### config.mk
export PLATFORM = sky130hd
export DESIGN_NAME = alu_writeback
export DESIGN_NICKNAME = d
export VERILOG_FILES = /design/src/rtl/alu_writeback.sv
export SDC_FILE = /design/constraint.sdc
export NUM_CORES = 1
export LEC_CHECK = 0
export CAP_MARGIN = 15
export CORE_UTILIZATION = 40
export DETAILED_ROUTE_END_ITERATION = 6
export SETUP_SLACK_MARGIN = 0.15
export SYNTH_ARGS = -nofsm -noshare
export SYNTH_HDL_FRONTEND = slang
export SYNTH_SLANG_ARGS = --single-unit
### constraint.sdc
create_clock -name clk -period 6 [get_ports clk]
set_clock_uncertainty 0.05 [all_clocks]
set_input_delay 1.2 -clock clk [delete_from_list [all_inputs] [get_ports clk]]
set_output_delay 1.2 -clock clk [all_outputs]
set_load 0.01 [all_outputs]
### src/rtl/alu_writeback.sv
// Result-retirement buffer between the ALU and a single-write-port register file.
// Queues paired (Y1, Y2) results and drains them one word per granted cycle.
module alu_writeback #(
    parameter int DEPTH = 4,
    parameter int REGW  = 5,
    localparam int AW   = $clog2(DEPTH),
    localparam int CW   = $clog2(DEPTH + 1)
) (
    input  logic            clk,
    input  logic            rst,
    input  logic            in_valid,
    output logic            in_ready,
    input  logic [31:0]     in_y1,
    input  logic [31:0]     in_y2,
    input  logic [REGW-1:0] in_dest1,
    input  logic [REGW-1:0] in_dest2,
    input  logic [1:0]      in_mask,
    output logic            wr_en,
    output logic [REGW-1:0] wr_addr,
    output logic [31:0]     wr_data,
    input  logic            wr_grant,
    output logic [CW-1:0]   count,
    output logic            busy
);

    localparam logic [1:0] S_IDLE = 2'd0;
    localparam logic [1:0] S_WR1  = 2'd1;
    localparam logic [1:0] S_WR2  = 2'd2;

    logic [31:0]     y1_mem_q    [DEPTH];
    logic [31:0]     y2_mem_q    [DEPTH];
    logic [REGW-1:0] dest1_mem_q [DEPTH];
    logic [REGW-1:0] dest2_mem_q [DEPTH];
    logic [1:0]      mask_mem_q  [DEPTH];

    logic [AW-1:0] wr_ptr_q, wr_ptr_d;
    logic [AW-1:0] rd_ptr_q, rd_ptr_d;
    logic [CW-1:0] count_q, count_d;
    logic [1:0]    state_q, state_d;

    logic          full;
    logic          push;
    logic          push_store;
    logic          pop;
    logic [1:0]    head_mask;
    logic [AW-1:0] rd_ptr_inc;
    logic          next_valid;
    logic [1:0]    next_mask;

    function automatic logic [1:0] first_state(input logic [1:0] mask);
        return mask[0] ? S_WR1 : S_WR2;
    endfunction

    assign full       = (count_q == CW'(DEPTH));
    assign in_ready   = !full && !rst;
    assign push       = in_valid && in_ready;
    assign push_store = push && (in_mask != 2'b00);
    assign head_mask  = mask_mem_q[rd_ptr_q];
    assign rd_ptr_inc = rd_ptr_q + AW'(1);

    assign pop = wr_grant && (((state_q == S_WR1) && !head_mask[1]) || (state_q == S_WR2));

    // After a pop the new head is either already stored or is the entry arriving this cycle.
    assign next_valid = (count_q > CW'(1)) || push_store;
    assign next_mask  = (count_q > CW'(1)) ? mask_mem_q[rd_ptr_inc] : in_mask;

    always_comb begin
        state_d = state_q;
        case (state_q)
            S_IDLE: begin
                if (push_store) begin
                    state_d = first_state(in_mask);
                end
            end
            S_WR1: begin
                if (wr_grant) begin
                    if (head_mask[1]) begin
                        state_d = S_WR2;
                    end else begin
                        state_d = next_valid ? first_state(next_mask) : S_IDLE;
                    end
                end
            end
            S_WR2: begin
                if (wr_grant) begin
                    state_d = next_valid ? first_state(next_mask) : S_IDLE;
                end
            end
            default: state_d = S_IDLE;
        endcase
    end

    always_comb begin
        wr_ptr_d = push_store ? wr_ptr_q + AW'(1) : wr_ptr_q;
        rd_ptr_d = pop ? rd_ptr_inc : rd_ptr_q;
        count_d  = count_q;
        if (push_store && !pop) begin
            count_d = count_q + CW'(1);
        end else if (pop && !push_store) begin
            count_d = count_q - CW'(1);
        end
    end

    always_ff @(posedge clk or posedge rst) begin
        if (rst) begin
            wr_ptr_q <= '0;
            rd_ptr_q <= '0;
            count_q  <= '0;
            state_q  <= S_IDLE;
        end else begin
            wr_ptr_q <= wr_ptr_d;
            rd_ptr_q <= rd_ptr_d;
            count_q  <= count_d;
            state_q  <= state_d;
        end
    end

    // Storage needs no reset: validity is tracked entirely by the pointers and count.
    always_ff @(posedge clk) begin
        if (push_store) begin
            y1_mem_q[wr_ptr_q]    <= in_y1;
            y2_mem_q[wr_ptr_q]    <= in_y2;
            dest1_mem_q[wr_ptr_q] <= in_dest1;
            dest2_mem_q[wr_ptr_q] <= in_dest2;
            mask_mem_q[wr_ptr_q]  <= in_mask;
        end
    end

    assign wr_en   = (state_q != S_IDLE);
    assign wr_addr = (state_q == S_WR2) ? dest2_mem_q[rd_ptr_q] : dest1_mem_q[rd_ptr_q];
    assign wr_data = (state_q == S_WR2) ? y2_mem_q[rd_ptr_q] : y1_mem_q[rd_ptr_q];
    assign count   = count_q;
    assign busy    = (count_q != '0);

endmodule
==> results of run 1 <==
==> sequential cells by signal (all words and copies together), names as in the netlist <==
signal       count
y1_mem_q       128
y2_mem_q       128
dest1_mem_q     20
dest2_mem_q     20
mask_mem_q       8
count            3
rd_ptr_q         2
state_q          2
wr_ptr_q         2
==> Yosys cell counts, drive strengths merged, types with 2 or more instances <==
cell    count  area share
and2        4      0.0021
xnor2       4      0.0029
xor2        2      0.0014
ha          9      0.0092
mux4       76        0.14
a21oi       2     0.00082
a21boi      2      0.0012
nand2       4      0.0012
buf        19       0.013
inv         7      0.0022
nand2b      4      0.0021
mux2       37       0.042
edfxtp    304        0.75
clkbuf      4      0.0012
o21ai       4      0.0016
dfrtp       9       0.018
nor2        2     0.00062
==> power groups by stage <==
| stage | logic (W) | clock network (W) | registers [W] |
|---|---|---|---|
| 3_3_place_gp | 0.00205 | 0 | 0.00290 |
| 5_1_grt | 0.00217 | 0.00212 | 0.00290 |
| 4_1_cts | 0.00208 | 0.00205 | 0.00287 |
| 3_5_place_dp | 0.00207 | 0 | 0.00292 |
| 2_1_floorplan | 0.00149 | 0 | 0.00271 |
| 6_report | 0.00203 | 0.00200 | 0.00285 |
==> kinds of logic (layout without fill, tap and decap cells) <==
kind of cell	Yosys count	after routing	synth area share
adder cells (fa/ha/maj)	9	9	0.00923
AO/OA/AOI/OAI	15	15	0.00892
buffers and inverters	30	196	0.0168
AND/OR/NAND/NOR	19	19	0.00861
multiplexers	114	114	0.186
XOR/XNOR	6	6	0.00431
flip-flops	313	313	0.766
==> worst max-delay path: stages, from the launching register on <==
cell and delay (ns):
dfrtp_4 1.02, buf_12 0.37, mux4_1 0.59, mux2_4 0.27
clkdlybuf4s50_1 0.48
==> stage by stage <==
stage | utilization | hold WS (ns) | instances | setup slack, ns | power, W
global route | 0.500 | 0.601 | 1062 | 1.24 | 0.00719
global placement | 0.464 | 0.506 | 1001 | 1.90 | 0.00494
finish | 0.500 | 0.551 | 1062 | 1.48 | 0.00688
detailed placement | 0.464 | 0.531 | 1001 | 1.89 | 0.00499
floorplan | - | 0.524 | 506 | 1.79 | 0.00420
CTS | 0.500 | 0.554 | 1062 | 1.35 | 0.00700
==> cell type report <==
type                       count  area share
clock buffer                  40      0.0586
sequential                   313       0.629
tap                          390      0.0328
timing repair buffer         128      0.0859
inverter                       7     0.00176
multi-input combinational    163       0.179
clock inverter                21      0.0136
==> routing by layer <==
metal | up-vias | global-route usage | routed length [µm]
met2 | 135 | 0.268 | 12000
met3 | 37 | 0.0326 | 1090
li1 | 2423 | - | -
met1 | 2839 | 0.178 | 8930
met5 | - | 0 | 0
met4 | 0 | 0.0456 | 484
==> worst max-delay path by stage <==
stage                startpoint  slack (ns)  cells after the start                 to
detailed placement  rd_ptr_q[0]        1.89                      4        wr_data[17]
global placement    rd_ptr_q[0]        1.90                      4         wr_addr[0]
floorplan                   rst        1.79                      4  dest1_mem_q[0][0]
finish              rd_ptr_q[0]        1.48                      4        wr_data[17]
global route        rd_ptr_q[0]        1.24                      4        wr_data[17]
CTS                 rd_ptr_q[0]        1.35                      4        wr_data[17]
==> flow_metrics.tcl, run 1 <==
set metrics [dict create \
    switching_share 0.265 \
    r2r-start "rd_ptr_q[0]" \
    min_from "count[1]" \
    worstSetupStartpointType "flop" \
    synth.distinct_cells 37 \
    die_w_um 177 \
    crit_type "flop to output port" \
    antenna_cells 0 \
    cts-root-buf "clkbuf_16" \
    syn_avg_cell_area_um2 24.1 \
    min_path_type "flop to flop" \
    seq_area_mm2 0.00936 \
    maxCapViolCount 0 \
    r2r_setup_slack_ns 2.81 \
    nets 736 \
    syn_inst 506 \
    seq_area_frac_synth 0.766 \
    grt_max_degree 68 \
    die-area_mm2 0.0312 \
    rsz0062_at_grt "no" \
    finalSetupViolations 0 \
    viasPerCell 5.12 \
    dr.pass1.iters 4 \
    holdPathStages 2 \
    area_delta_synth_final_pct 22.0 \
    critPathMaxFanout 43 \
    p_leak_nw 4.90 \
    hold_violations 0 \
    n_fill_cell 2402 \
    synth_area_mm2 0.0122 \
    htreeDepth 2 \
    io_pins 123 \
    synth-main-ff-cell "edfxtp_1" \
    period_share 0.753 \
    fp-row-count 63 \
    required_ns 4.75 \
    r2r_cells 7 \
    slew_violations 0 \
    numCtsBuffers 34 \
    coreArea_mm2 0.0298 \
    ys_ff_latch 313 \
    r2r-end "count[2]" \
    final_area_mm2 0.0149 \
    drt_iter0_markers 359 \
    wl_um 22500 \
    power_frac_comb 0.295 \
    synth.net_count 595 \
    drive_gt1_frac 0.256 \
    synth_edf_count 304 \
    status "finished clean" \
    postCtsSetupBuffers 0 \
    peakVddDrop_mv 0.254 \
    clockPowerShare 0.291 \
    tritoncts "built" \
    grt_first_pass_wirelength_um 34500 \
    grt_pass1_vias 6152 \
    end_kind "output port" \
    hpwl_um 12800 \
    cp.arrival_ns 3.27 \
    insertion_delay_ns 0.50 \
    ant_nets 0 \
    place_area_mm2 0.0138 \
    grt-ovfl-total 0 \
    powerDensity_mw_per_mm2 462 \
    postSynth.asyncResetShare 0.0288 \
    clkSinkCount 313 \
    cts_max_path_buffers 3 \
    p_sw_w 0.00183 \
    tns_ns 0 \
    routedWlPerCell_um 21.2 \
    worst_pin_slew_ns 1.06 \
    fmax_mhz 221 \
    antenna_found_initial 1 \
    remaining_drc_errors 0 \
    start_util 0.410 \
    clkTransAtPathRegs_ns 0.06 \
    final_cell_mix "edfxtp_1 (304), clkdlybuf4s50_1 (122), mux4_2 (69)" \
    fin_crit_ns 4.52 \
    p_int_w 0.00505 \
    grt_usage 0.149 \
    whs_endpoint "count[1]" \
    postCtsHoldBufs 0 \
    fp.dieH_um 177 \
    num_vias 5434 \
    io_buffers 122 \
    cts-resized-gates 0 \
    yosysWarnings 0 \
    power_frac_seq 0.415 \
    multi_input_area_mm2 0.00266 \
    gp_congestion 0.694 \
    final_common_cell "edfxtp_1" \
    relSlewSlack 0.290 \
]
Power figures use the tool's default switching activity.
==> inputs of run 2 (changes only) <==
- clock period: 6 -> 4.2 ns (I/O delays scaled with it)
==> run 2 against run 1 <==
Against the previous run:
- clock-buffer cell count rose by 1
- routed wire length shrank 0.49%
- core utilization increased by 0.45 points
- register-to-register slack got worse by 1.3 ns
- worst hold slack got worse by 0.00085 ns
- global-route usage is essentially flat
- die area unchanged
- combinational power increased by 51%
- clock power is 45% higher
- flip-flop and latch count did not move
- first-iteration DRC count is 15% higher
- largest cell class unchanged
- highest routed layer unchanged
==> flow_metrics.tcl, run 2 (same netlist as run 1, synthesis figures left out) <==
set metrics [dict create \
    final_cell_mix "edfxtp_1 (304), clkdlybuf4s50_1 (122), mux4_2 (69)" \
    nets 748 \
    r2r_setup_slack_ns 1.49 \
    final_common_cell "edfxtp_1" \
    routedWlPerCell_um 20.9 \
    cts-root-buf "clkbuf_16" \
    powerDensity_mw_per_mm2 660 \
    required_ns 3.31 \
    crit_start "rd_ptr_q[0]" \
    clockPowerShare 0.292 \
    insertion_delay_ns 0.49 \
    fp-row-count 63 \
    area_delta_synth_final_pct 23.1 \
    n_fill_cell 2389 \
    drt_iter0_markers 413 \
    clkSinkCount 313 \
    postCtsHoldBufs 0 \
    start_util 0.410 \
    cts_max_path_buffers 3 \
    postCtsSetupBuffers 0 \
    switching_share 0.259 \
    antenna_found_initial 1 \
    grt_pass1_vias 6083 \
    power_w 0.00991 \
    coreArea_mm2 0.0298 \
    worst_pin_slew_ns 0.887 \
    stdcell_count 1072 \
    relSlewSlack 0.408 \
    drive_gt1_frac 0.265 \
    clkTransAtPathRegs_ns 0.06 \
    grt_usage 0.149 \
    htreeDepth 2 \
    r2r-start "count[0]" \
    dp.cells 1013 \
    period_share 0.914 \
    slowest_stage "dfrtp_4" \
    numCtsBuffers 34 \
    p_int_w 0.00734 \
    dr.pass1.iters 4 \
    num_vias 5482 \
    pre_cts_ws_ns 0.802 \
    power_frac_comb 0.309 \
    holdPathStages 2 \
    cp_top_family "buffers and inverters" \
    whs_endpoint "count[1]" \
    rsz0062_at_grt "no" \
    cp.arrival_ns 2.95 \
    r2r_cells 6 \
    die_w_um 177 \
    finalSetupViolations 0 \
    p_leak_nw 4.97 \
    crit_type "flop to output port" \
    tns_ns 0 \
    hold_violations 0 \
    worstSetupStartpointType "flop" \
    crit_chain "buf_4 > mux4_2 > mux2_4 > clkdlybuf4s50_1" \
    p_sw_w 0.00257 \
    tritoncts "built" \
    fin_crit_ns 3.84 \
    slew_violations 0 \
    slowest_delay_ns 0.69 \
    cp.buffers_inverters 2 \
    cts-resized-gates 0 \
    critPathMaxFanout 21 \
    end_kind "output port" \
    wl_um 22400 \
    power_frac_seq 0.399 \
    grt-ovfl-total 0 \
    status "finished clean" \
    min_path_type "flop to flop" \
    grt_first_pass_wirelength_um 34800 \
    io_buffers 122 \
    fp.dieH_um 177 \
    remaining_drc_errors 0 \
    die-area_mm2 0.0312 \
    hpwl_um 13400 \
    r2r-end "y2_mem_q[3][20]" \
    gp_congestion 0.708 \
    ant_nets 0 \
    reg_top3 "y1_mem_q x128, y2_mem_q x128" \
    min_from "count[1]" \
    viasPerCell 5.11 \
    fmax_mhz 260 \
    grt_max_degree 47 \
    timing.hold.ws_ns 0.550 \
    maxCapViolCount 0 \
    peakVddDrop_mv 0.367 \
    worst_slack_ns 0.361 \
    io_pins 123 \
]
==> run 2: worst min-delay path: stages (launching register included) <==
cell and delay, ns:
dfrtp_1 0.43, nand2_1 0.07, o21ai_0 0.06
==> run 2: worst max-delay path by stage <==
stage / end / depth (start not counted)
2_1_floorplan: dest1_mem_q[0][0] / 4
3_3_place_gp: wr_data[3] / 4
3_5_place_dp: wr_addr[2] / 4
4_1_cts: wr_data[13] / 4
5_1_grt: wr_data[13] / 4
6_report: wr_data[13] / 4
==> run 2: final cells by class <==
cell class              count  area, µm²  share of cell area
flip-flops and latches    313       9360               0.623
multi-input cells         163       2660               0.177
repair buffers            140       1390              0.0928
clock buffers              41        898              0.0598
well taps                 390        488              0.0325
clock inverters            16        191              0.0127
inverters                   7       26.3             0.00175
diodes                      2       5.00            0.000333
==> run 2: power groups by stage <==
stage / clock network, W / logic, W / registers (W)
final: 0.00289 / 0.00307 / 0.00395
after CTS: 0.00297 / 0.00315 / 0.00397
after global routing: 0.00308 / 0.00329 / 0.00400
after detailed placement: 0 / 0.00313 / 0.00403
after floorplan: 0 / 0.00213 / 0.00387
after global placement: 0 / 0.00310 / 0.00401
==> run 2: layer usage <==
layer / GRT usage / part of all wire
met1: 0.196 / 0.43
met3: 0.0344 / 0.056
met2: 0.251 / 0.50
met5: 0 / 0
met4: 0.0377 / 0.016
==> run 2: stage by stage <==
stage               cell area, µm²   util
floorplan                    12200      -
global placement             13900  0.468
detailed placement           13900  0.468
CTS                          15000  0.504
global route                 15000  0.504
finish                       15000  0.504
